[config.mk]
export PLATFORM = sky130hd
export DESIGN_NAME = alu_pwr_ctrl_flat
export DESIGN_NICKNAME = d
export VERILOG_FILES = /design/src/rtl/alu_pwr_ctrl_if.sv /design/src/rtl/alu_pwr_ctrl.sv /design/src/flat_wrapper.sv
export SDC_FILE = /design/constraint.sdc
export NUM_CORES = 1
export LEC_CHECK = 0
export CAP_MARGIN = 20
export CORE_MARGIN = 4
export CORE_UTILIZATION = 25
export DETAILED_ROUTE_END_ITERATION = 10
export PLACE_DENSITY = 0.53
export SKIP_CTS_REPAIR_TIMING = 1
export SYNTH_ARGS = -nofsm -noshare
export SYNTH_HDL_FRONTEND = slang
export SYNTH_SLANG_ARGS = --single-unit
[constraint.sdc]
create_clock -name clk -period 1.91 [get_ports clk]
set_clock_uncertainty 0.05 [all_clocks]
set_input_delay 0.2865 -clock clk [delete_from_list [all_inputs] [get_ports clk]]
set_output_delay 0.2865 -clock clk [all_outputs]
set_load 0.1 [all_outputs]
[src/rtl/alu_pwr_ctrl_if.sv]
// Signal bundle between the ALU power controller (slave) and the issuing /
// power-management logic plus the gated ALU (master side).
interface alu_pwr_ctrl_if;
  // start handshake: start_in is a one-cycle valid strobe, ready is the accept
  // qualifier, start_out = start_in && ready; a strobe seen with ready=0 is lost.
  logic       sleep_req;
  logic       wake_req;
  logic       alu_busy;
  logic       start_in;
  logic       start_out;
  logic       alu_pwr_en;
  logic       iso_en;
  logic       ready;
  logic       sleep_err;
  logic [2:0] pwr_state;

  modport master (
    output sleep_req, wake_req, alu_busy, start_in,
    input  start_out, alu_pwr_en, iso_en, ready, sleep_err, pwr_state
  );

  modport slave (
    input  sleep_req, wake_req, alu_busy, start_in,
    output start_out, alu_pwr_en, iso_en, ready, sleep_err, pwr_state
  );
endinterface

[src/rtl/alu_pwr_ctrl.sv]
// Power sequencer for the gated ALU: drains work, isolates, removes power,
// and restores power before releasing isolation.
module alu_pwr_ctrl #(
  parameter int unsigned ISO_CYC  = 2,
  parameter int unsigned PWR_CYC  = 4,
  parameter int unsigned DRAIN_TO = 8,
  parameter bit          BOOT_ON  = 1'b1,
  parameter int unsigned CNT_W    = 8
) (
  input logic           clk,
  input logic           rst_n,
  alu_pwr_ctrl_if.slave bus
);

  typedef enum logic [2:0] {
    ST_ON    = 3'd0,
    ST_DRAIN = 3'd1,
    ST_ISO   = 3'd2,
    ST_OFF   = 3'd3,
    ST_PWRUP = 3'd4
  } state_t;

  localparam state_t           BOOT_ST     = BOOT_ON ? ST_ON : ST_OFF;
  localparam logic [CNT_W-1:0] ISO_LOAD    = CNT_W'(ISO_CYC - 1);
  localparam logic [CNT_W-1:0] PWR_LOAD    = CNT_W'(PWR_CYC - 1);
  localparam logic [CNT_W-1:0] DRAIN_LAST  = CNT_W'(DRAIN_TO - 1);
  localparam bit               DRAIN_TO_EN = (DRAIN_TO != 0);

  state_t           state_q, state_d;
  logic [CNT_W-1:0] cnt_q, cnt_d;
  logic             block_q, block_d;
  logic             err_q, err_d;
  logic             pwr_en_q, iso_q, ready_q;

  // {pwr_en, iso_en, ready} for a given state
  function automatic logic [2:0] decode(input state_t s);
    case (s)
      ST_ON:    decode = 3'b101;
      ST_DRAIN: decode = 3'b100;
      ST_ISO:   decode = 3'b110;
      ST_OFF:   decode = 3'b010;
      ST_PWRUP: decode = 3'b110;
      default:  decode = 3'b010;
    endcase
  endfunction

  always_comb begin
    state_d = state_q;
    cnt_d   = cnt_q;
    err_d   = 1'b0;
    case (state_q)
      ST_ON: begin
        cnt_d = '0;
        if (bus.sleep_req && !bus.wake_req && !block_q) state_d = ST_DRAIN;
      end
      ST_DRAIN: begin
        // cnt counts cycles already spent in DRAIN
        cnt_d = cnt_q + 1'b1;
        if (bus.wake_req) begin
          state_d = ST_ON;
          cnt_d   = '0;
        end else if (!bus.alu_busy) begin
          state_d = ST_ISO;
          cnt_d   = ISO_LOAD;
        end else if (DRAIN_TO_EN && (cnt_q == DRAIN_LAST)) begin
          state_d = ST_ON;
          cnt_d   = '0;
          err_d   = 1'b1;
        end
      end
      ST_ISO: begin
        if (bus.wake_req) begin
          state_d = ST_ON;
          cnt_d   = '0;
        end else if (cnt_q == '0) begin
          state_d = ST_OFF;
        end else begin
          cnt_d = cnt_q - 1'b1;
        end
      end
      ST_OFF: begin
        if (bus.wake_req) begin
          state_d = ST_PWRUP;
          cnt_d   = PWR_LOAD;
        end
      end
      ST_PWRUP: begin
        if (cnt_q == '0) begin
          state_d = ST_ON;
        end else begin
          cnt_d = cnt_q - 1'b1;
        end
      end
      default: begin
        state_d = BOOT_ST;
        cnt_d   = '0;
      end
    endcase

    // a timed-out sleep stays blocked until the requester lets go of sleep_req
    block_d = block_q;
    if (err_d)               block_d = 1'b1;
    else if (!bus.sleep_req) block_d = 1'b0;
  end

  always_ff @(posedge clk) begin
    if (!rst_n) begin
      state_q                       <= BOOT_ST;
      cnt_q                         <= '0;
      block_q                       <= 1'b0;
      err_q                         <= 1'b0;
      {pwr_en_q, iso_q, ready_q}    <= decode(BOOT_ST);
    end else begin
      state_q                       <= state_d;
      cnt_q                         <= cnt_d;
      block_q                       <= block_d;
      err_q                         <= err_d;
      {pwr_en_q, iso_q, ready_q}    <= decode(state_d);
    end
  end

  assign bus.alu_pwr_en = pwr_en_q;
  assign bus.iso_en     = iso_q;
  assign bus.ready      = ready_q;
  assign bus.sleep_err  = err_q;
  assign bus.pwr_state  = state_q;
  assign bus.start_out  = bus.start_in & ready_q;

endmodule
[src/flat_wrapper.sv]
// flat-port wrapper written by rule: the top's interface ports become plain ports
module alu_pwr_ctrl_flat 
#(
  parameter int unsigned ISO_CYC  = 2,
  parameter int unsigned PWR_CYC  = 4,
  parameter int unsigned DRAIN_TO = 8,
  parameter bit          BOOT_ON  = 1'b1,
  parameter int unsigned CNT_W    = 8
)
  (clk, rst_n, bus_sleep_req, bus_wake_req, bus_alu_busy, bus_start_in, bus_start_out, bus_alu_pwr_en, bus_iso_en, bus_ready, bus_sleep_err, bus_pwr_state);
  alu_pwr_ctrl_if bus_i ();
  input logic clk;
  input logic rst_n;
  input wire logic [$bits(bus_i.sleep_req)-1:0] bus_sleep_req;
  input wire logic [$bits(bus_i.wake_req)-1:0] bus_wake_req;
  input wire logic [$bits(bus_i.alu_busy)-1:0] bus_alu_busy;
  input wire logic [$bits(bus_i.start_in)-1:0] bus_start_in;
  output wire logic [$bits(bus_i.start_out)-1:0] bus_start_out;
  output wire logic [$bits(bus_i.alu_pwr_en)-1:0] bus_alu_pwr_en;
  output wire logic [$bits(bus_i.iso_en)-1:0] bus_iso_en;
  output wire logic [$bits(bus_i.ready)-1:0] bus_ready;
  output wire logic [$bits(bus_i.sleep_err)-1:0] bus_sleep_err;
  output wire logic [$bits(bus_i.pwr_state)-1:0] bus_pwr_state;
  assign bus_i.sleep_req = bus_sleep_req;
  assign bus_i.wake_req = bus_wake_req;
  assign bus_i.alu_busy = bus_alu_busy;
  assign bus_i.start_in = bus_start_in;
  assign bus_start_out = bus_i.start_out;
  assign bus_alu_pwr_en = bus_i.alu_pwr_en;
  assign bus_iso_en = bus_i.iso_en;
  assign bus_ready = bus_i.ready;
  assign bus_sleep_err = bus_i.sleep_err;
  assign bus_pwr_state = bus_i.pwr_state;
  alu_pwr_ctrl #(.ISO_CYC(ISO_CYC), .PWR_CYC(PWR_CYC), .DRAIN_TO(DRAIN_TO), .BOOT_ON(BOOT_ON), .CNT_W(CNT_W)) u_core (.clk(clk), .rst_n(rst_n), .bus(bus_i));
endmodule
==> results.json, run 1 <==
{
  "status": "finished, final reports clean",
  "crit_path_frequent_cell": "o21ai_0",
  "combinationalPowerShare": 0.163,
  "grt_pass1_wl_um": 5010,
  "cp_slowest_cell": "dfxtp_2",
  "drt_first_pass_iters": 4,
  "gp_congestion": 0.883,
  "setup_viol": 0,
  "total_power_mw": 0.721,
  "antenna_cells": 0,
  "fmax_ghz": 0.558,
  "hold_path.class": "reg2reg",
  "criticalPathCategory": "reg2reg",
  "grt-ovfl-total": 0,
  "rows": 24,
  "yosys.area.top_type_share": 0.280,
  "yosys.area.top_type": "dfxtp_1",
  "power.share.switching": 0.275,
  "cts_tree": "built",
  "path_max_fanout": 6,
  "ys_seq_elements": 16,
  "synth_most_common_cell": "nor2_1",
  "synth_flop_cell": "dfxtp_1",
  "synth-edff-count": 0,
  "synth-adder-area-share": 0.0329,
  "netlist_top_cells_count": "21 x nor2_1, 16 x dfxtp_1, 10 x nand2_1, 9 x o21ai_0, 8 x nand3_1",
  "total_leakage_power_nw": 0.578,
  "fin_util": 0.334,
  "cts.sinks": 16,
  "grt_pass1_vias": 1074,
  "cts.root.buffer_cell": "clkbuf_8",
  "min_period_ns": 1.79,
  "path_clk_slew_ns": 0.07,
  "die_h_um": 75.6,
  "synth_nets": 155,
  "slew_headroom": 0.670,
  "yosysWarnings": 0,
  "synth_cell_types": 44,
  "antenna_found_initial": 0,
  "wl_per_cell_um": 14.1,
  "maxSlewViolCount": 0,
  "p_int_mw": 0.523,
  "dp.final_hpwl_um": 2390,
  "start_util": 0.261,
  "syn2layout_area_growth_pct": 28.4,
  "htreeDepth": 1,
  "crit_path_end_kind": "flop",
  "grt_max_degree": 16,
  "worst_pin_slew_ns": 0.495,
  "required_ns": 1.99,
  "syn_area_per_cell_um2": 7.82,
  "ant_nets": 0,
  "p_seq_frac": 0.479,
  "synthSimpleGateAreaFrac": 0.361,
  "p_clk_frac": 0.358,
  "synth.top_cells.by_area": "dfxtp_1 28%, nor2_1 6.9%, o21ai_0 3.9%",
  "dieArea_um2": 5710,
  "cts_max_path_buffers": 2,
  "drt_iter0_markers": 70,
  "core-area_um2": 4380,
  "hold_ws_ns": 0.482,
  "muxShareOfSynthArea": 0.00986,
  "start_kind": "flop",
  "routed_wl_um": 3070,
  "p_per_area_nw_per_um2": 492,
  "critPathTopFamily": "compound AO/OA/AOI/OAI gates",
  "rsz0062_at_grt": "false",
  "cpPeakStageDelay_ns": 0.35,
  "period_share": 0.938,
  "drive_gt1_frac": 0.223,
  "crit_chain": "inv_1, ha_1, nor4b_4, buf_4, o21ai_0, a221oi_1, o21ai_0",
  "seq_area_frac_synth": 0.280,
  "switchingPower_mw": 0.198,
  "place_area_um2": 1420,
  "fin_nets": 177,
  "cp.arrival_ns": 1.87,
  "peakVddDrop_uv": 251,
  "synth_top_family_by_area": "simple AND/OR/NAND/NOR gates",
  "numPortBuffers": 13,
  "route.vias.total": 1113,
  "synth_compound_area_frac": 0.235,
  "syn_inst": 146,
  "die_w_um": 75.6,
  "io_pins": 14,
  "finish.instance_area_um2": 1470,
  "synthXorXnorAreaFrac": 0.0230,
  "hold_viol_final": 0,
  "viasPerCell": 5.11,
  "cap_viol_max_count": 0,
  "drc": 0,
  "cp_num_buf_inv": 2,
  "syn_area_um2": 1140,
  "track_usage": 0.116,
  "clock_latency_ns": 0.25,
  "cts_buffers": 3,
  "synthArstFlopShare": 0
}
==> layout by cell type, fill, tap and decap left out, drive strengths merged, types with 2 or more instances in the layout <==
master	instances
or3	2
and2	5
clkbuf	3
a32oi	3
a21o	3
and3	2
nor3	8
clkdlybuf4s50	5
a31oi	5
a21oi	4
o21ai	9
dfxtp	16
nand2b	3
buf	21
nand2	11
nand3	8
xor2	3
nor2b	4
nor4b	2
nand3b	2
ha	3
inv	5
a211oi	2
nor3b	2
nor2	21
==> per-stage QoR <==
stage	setup slack, ns	setup TNS [ns]	instances
after floorplan	0.0189	0	146
after global placement	-0.0331	-0.0886	215
after detailed placement	-0.0945	-0.358	215
after CTS	0.0815	0	218
after global routing	0.0132	0	218
final	0.118	0	218
==> cell families (layout without fill, tap and decap cells) <==
logic type	count (synthesis)	in the layout
compound gates	37	37
xor+xnor	3	3
mux	1	1
fa+ha+maj	3	3
buf+inv	14	34
simple gates	72	72
flops	16	16
==> power by group through the flow <==
stage | Clock (mW) | Sequential, mW | Combinational (mW)
4_1_cts | 0.271 | 0.345 | 0.118
6_report | 0.258 | 0.345 | 0.118
3_5_place_dp | 0 | 0.353 | 0.118
5_1_grt | 0.287 | 0.346 | 0.125
3_3_place_gp | 0 | 0.353 | 0.117
2_1_floorplan | 0 | 0.372 | 0.0536
==> worst min-delay path: cells and delay by family, from the launching register on <==
kind	cells	cell delay [ns]
flip-flops	1	0.32
AO/OA/AOI/OAI	1	0.12
AND/OR/NAND/NOR	1	0.05
==> metal layers <==
metal | share of wire | global-route usage
met4 | 0.011 | 0.0311
met5 | 0 | 0
met1 | 0.47 | 0.154
met2 | 0.49 | 0.188
met3 | 0.031 | 0.0277
==> sequential cells by signal, indices dropped and copies added, names as in the netlist <==
| name | count |
|---|---|
| u_core.bus.pwr_state | 3 |
| u_core.bus.alu_pwr_en | 1 |
| u_core.cnt_q | 8 |
| u_core.bus.sleep_err | 1 |
| u_core.bus.ready | 1 |
| u_core.bus.iso_en | 1 |
| u_core.block_q | 1 |
==> worst paths after layout <==
check                  start  cells after the start  slack [ns]               to
min           u_core.block_q                      2        0.48   u_core.block_q
max          u_core.cnt_q[0]                      7        0.12  u_core.cnt_q[5]
max reg2reg  u_core.cnt_q[0]                      7        0.12  u_core.cnt_q[5]
min reg2reg   u_core.block_q                      2        0.48   u_core.block_q
==> cell type report <==
class | instances | area [um^2]
Clock buffer | 3 | 41.3
Fill cell | 465 | 2920
Inverter | 5 | 18.8
Multi-Input combinational cell | 116 | 758
Sequential cell | 16 | 325
Tap cell | 52 | 65.1
Timing Repair Buffer | 26 | 258
No activity file was read; power rests on OpenSTA's default activity.
==> run 2, diff against run 1 <==
- GPL_TIMING_DRIVEN: not set -> 0
==> run 2 against run 1 <==
Clock power rose by 2%. Final cell count up 0.46%. Die area unchanged. Highest routed layer unchanged.
==> results.json, run 2 (synthesis results as in run 1) <==
{
  "status": "finished, final reports clean",
  "path_max_fanout": 9,
  "htreeDepth": 1,
  "viasPerCell": 5.08,
  "p_per_area_nw_per_um2": 480,
  "hold_depth": 2,
  "routed_wl_um": 3040,
  "slew_headroom": 0.351,
  "total_leakage_power_nw": 0.668,
  "grt-ovfl-total": 0,
  "ant_nets": 0,
  "syn2layout_area_growth_pct": 30.2,
  "hold_path.class": "in2reg",
  "r2r_cells": 8,
  "peakVddDrop_uv": 209,
  "dp.final_hpwl_um": 2090,
  "die_w_um": 75.6,
  "setup_tns_ns": 0,
  "numPortBuffers": 12,
  "fin_nets": 178,
  "track_usage": 0.106,
  "rsz0062_at_grt": "true",
  "crit_path_end_kind": "flop",
  "fill_cells": 472,
  "maxSlewViolCount": 0,
  "antenna_cells": 0,
  "clock_latency_ns": 0.25,
  "dieArea_um2": 5710,
  "cts_max_path_buffers": 2,
  "cts.sinks": 16,
  "cts_tree": "built",
  "largest_reg_flops": 8,
  "rows": 24,
  "drt_first_pass_iters": 4,
  "die_h_um": 75.6,
  "hold_viol_final": 0,
  "route.vias.total": 1113,
  "drive_gt1_frac": 0.228,
  "regMostFlops": "u_core.cnt_q",
  "worst_pin_slew_ns": 0.972,
  "total_power_mw": 0.713,
  "gp_congestion": 0.761,
  "path_clk_slew_ns": 0.06,
  "start_util": 0.261,
  "r2r_slack_ns": 0.06,
  "io_pins": 14,
  "fmax_ghz": 0.541,
  "drt_iter0_markers": 76,
  "drc": 0,
  "period_share": 0.968,
  "mostFrequentLayoutCell": "nor2_1",
  "start_kind": "flop",
  "cp.arrival_ns": 1.95,
  "core-area_um2": 4380,
  "antenna_found_initial": 0,
  "criticalPathCategory": "reg2reg",
  "final_cell_mix": "20 x nor2_1, 11 x dfxtp_1, 10 x nand2_1, 9 x o21ai_0",
  "wl_per_cell_um": 13.9,
  "cts.root.buffer_cell": "clkbuf_8",
  "setup_viol": 0,
  "required_ns": 2.01,
  "cts_buffers": 3,
  "grt_max_degree": 11,
  "cap_viol_max_count": 0,
  "min_period_ns": 1.85,
  "grt_pass1_wl_um": 4650,
  "grt_pass1_vias": 908
}
[run 2: per-stage QoR]
stage | setup WS, ns | area [um^2] | hold slack [ns] | util | cells
5_1_grt | -0.0409 | 1490 | 0.448 | 0.339 | 219
2_1_floorplan | 0.0189 | 1150 | 0.380 | - | 146
6_report | 0.0606 | 1490 | 0.384 | 0.339 | 219
3_3_place_gp | -0.405 | 1330 | 0.457 | 0.304 | 210
3_5_place_dp | -0.412 | 1330 | 0.476 | 0.304 | 210
4_1_cts | -0.409 | 1370 | 0.402 | 0.313 | 213
[run 2: final cells by class]
cell class                      count  area [um^2]  share of cell area
Buffer                              8         50.0              0.0336
Clock buffer                        3         41.3              0.0278
Inverter                            5         18.8              0.0126
Multi-Input combinational cell    116          795               0.534
Sequential cell                    16          327               0.220
Tap cell                           52         65.1              0.0437
Timing Repair Buffer               19          191               0.129
[run 2: worst paths after layout]
kind                   startpoint          endpoint
hold reg to reg    u_core.block_q    u_core.block_q
hold / removal              rst_n   u_core.cnt_q[1]
setup reg to reg  u_core.cnt_q[0]  u_core.bus.ready
setup / recovery  u_core.cnt_q[0]  u_core.bus.ready
[run 2: where the power goes]
| group | internal (mW) | leakage, nW | total [mW] | switching (mW) |
|---|---|---|---|---|
| registers | 0.338 | 0.132 | 0.340 | 0.00291 |
| clock network | 0.140 | 0.0216 | 0.262 | 0.122 |
| logic | 0.0347 | 0.514 | 0.111 | 0.0758 |
[run 2: per-layer routing]
| layer | vias to the layer above | track usage | wire (um) |
|---|---|---|---|
| li1 | 575 | - | - |
| met1 | 513 | 0.167 | 1540 |
| met2 | 23 | 0.141 | 1320 |
| met3 | 2 | 0.0277 | 146 |
| met4 | 0 | 0.0233 | 27 |
| met5 | - | 0 | 0 |
[run 2: critical path, cell delays in order, from the launching register on]
cell,delay [ns]
dfxtp_2,0.33
buf_6,0.13
inv_2,0.08
ha_4,0.14
nor4b_4,0.32
nand2_4,0.11
a2111oi_4,0.33
nor2_2,0.09
a21o_1,0.18
==> run 3, diff against run 2 <==
- CAP_MARGIN: 20 -> 5
- SKIP_CTS_REPAIR_TIMING: 1 -> not set
- SLEW_MARGIN: not set -> 10
==> run 3 against run 2 <==
Final cell count fell by 1.4%. Non-clock buffer count shrank 3. Register-to-register slack better by 0.02 ns. Clock power barely moved. Setup slack got worse by 0.0022 ns. Combinational power about the same. Wire length decreased by 2.9%. Via count is 0.27% higher. Critical path depth decreased by 7.
==> results.json, run 3 (synthesis results as in run 1) <==
{
  "period_share": 0.969,
  "total_leakage_power_nw": 0.579,
  "antenna_cells": 0,
  "htreeDepth": 1,
  "numPortBuffers": 12,
  "core-area_um2": 4380,
  "crit_chain": "dlygate4sd2_1",
  "placed_cells": 210,
  "path_clk_slew_ns": 0.06,
  "criticalPathCategory": "reg2out",
  "grt-ovfl-total": 0,
  "cts_max_path_buffers": 2,
  "io_pins": 14,
  "fin_nets": 175,
  "clock_latency_ns": 0.25,
  "cts_tree": "built",
  "routed_wl_um": 2950,
  "fill_cells": 477,
  "cpPeakStageDelay_ns": 0.87,
  "drt_iter0_markers": 83,
  "cts.sinks": 16,
  "min_period_ns": 1.85,
  "total_power_mw": 0.712,
  "regMostFlops": "u_core.cnt_q",
  "worst_pin_slew_ns": 0.963,
  "status": "finished, final reports clean",
  "grt_max_degree": 11,
  "crit_path_end_kind": "output pin",
  "fin_cells": 216,
  "cts.root.buffer_cell": "clkbuf_8",
  "antenna_found_initial": 0,
  "cp_num_buf_inv": 1,
  "drive_gt1_frac": 0.201,
  "peakVddDrop_uv": 196,
  "required_ns": 1.57,
  "gp_congestion": 0.761,
  "hold_path.class": "in2reg",
  "largest_reg_flops": 8,
  "syn2layout_area_growth_pct": 25.2,
  "final_cell_mix": "20 x nor2_1, 11 x dfxtp_1, 10 x nand2_1, 8 x o21ai_0, 8 x nand3_1",
  "cts_buffers": 3,
  "fin_util": 0.326,
  "slew_headroom": 0.360,
  "grt_pass1_vias": 930,
  "ant_nets": 0,
  "die_w_um": 75.6,
  "start_util": 0.261,
  "drt_first_pass_iters": 4,
  "mostFrequentLayoutCell": "nor2_1",
  "viasPerCell": 5.17,
  "track_usage": 0.107,
  "hold_viol_final": 0,
  "p_per_area_nw_per_um2": 498,
  "place_ws_ns": -0.412,
  "multiInputGateArea_um2": 787,
  "grt_pass1_wl_um": 4700,
  "drc": 0,
  "route.vias.total": 1116,
  "rows": 24,
  "cp.arrival_ns": 1.52,
  "fmax_ghz": 0.540,
  "hold_ws_ns": 0.385,
  "path_max_fanout": 6,
  "die_h_um": 75.6,
  "setup_viol": 0,
  "cap_viol_max_count": 0,
  "start_kind": "flop",
  "critPathTopFamily": "buffers and inverters",
  "wl_per_cell_um": 13.6,
  "dp.final_hpwl_um": 2090,
  "maxSlewViolCount": 0,
  "seq_area_um2": 327,
  "dieArea_um2": 5710,
  "finalWorstSetupSlack_ns": 0.0584,
  "cp_slowest_cell": "dlygate4sd2_1"
}
## run 3: cell count changes in the layout (fill, tap and decap cells not counted), sizes merged
cell           previous run  this run
dlymetal6s2s              8         1
buf                      13        10
dlygate4sd2               0         6
clkdlybuf4s15             0         1
## run 3: cell type report
| type | instances | area share |
|---|---|---|
| flip-flops and latches | 16 | 0.228 |
| clock buffers | 3 | 0.0289 |
| plain buffers | 8 | 0.0350 |
| well taps | 52 | 0.0455 |
| inverters | 5 | 0.0131 |
| multi-input cells | 116 | 0.550 |
| repair buffers | 16 | 0.0989 |
## run 3: worst paths after layout
path | endpoint | from | cells past startpoint | slack, ns
max | bus_pwr_state[1] | u_core.bus.pwr_state[1] | 1 | 0.06
min | u_core.cnt_q[1] | rst_n | 2 | 0.38
max reg2reg | u_core.bus.ready | u_core.cnt_q[0] | 8 | 0.08
min reg2reg | u_core.block_q | u_core.block_q | 2 | 0.49
## run 3: power by group
part	switching (mW)	total, mW	internal [mW]
logic	0.0751	0.109	0.0334
clock network	0.123	0.263	0.140
registers	0.00286	0.340	0.337
## run 3: routing by layer
layer / vias to the layer above / GRT usage / wire length, um
li1: 564 / - / -
met1: 521 / 0.167 / 1440
met2: 29 / 0.143 / 1340
met3: 2 / 0.0277 / 164
met4: 0 / 0.0272 / 12
met5: - / 0 / 0
## run 3: timing repair
item / in CTS / in global routing
endpoints found under the setup margin: 14 / 10
pin swaps: 0 / 2
resized for setup: 13 / 13
hold buffers: 0 / 0
setup buffers: 4 / 0
## run 3: through the flow
| step | setup TNS, ns | instance area (um^2) |
|---|---|---|
| after global routing | -0.00895 | 1430 |
| final | 0 | 1430 |
| after detailed placement | -2.48 | 1330 |
| after global placement | -2.67 | 1330 |
| after floorplan | 0 | 1150 |
| after CTS | 0 | 1410 |
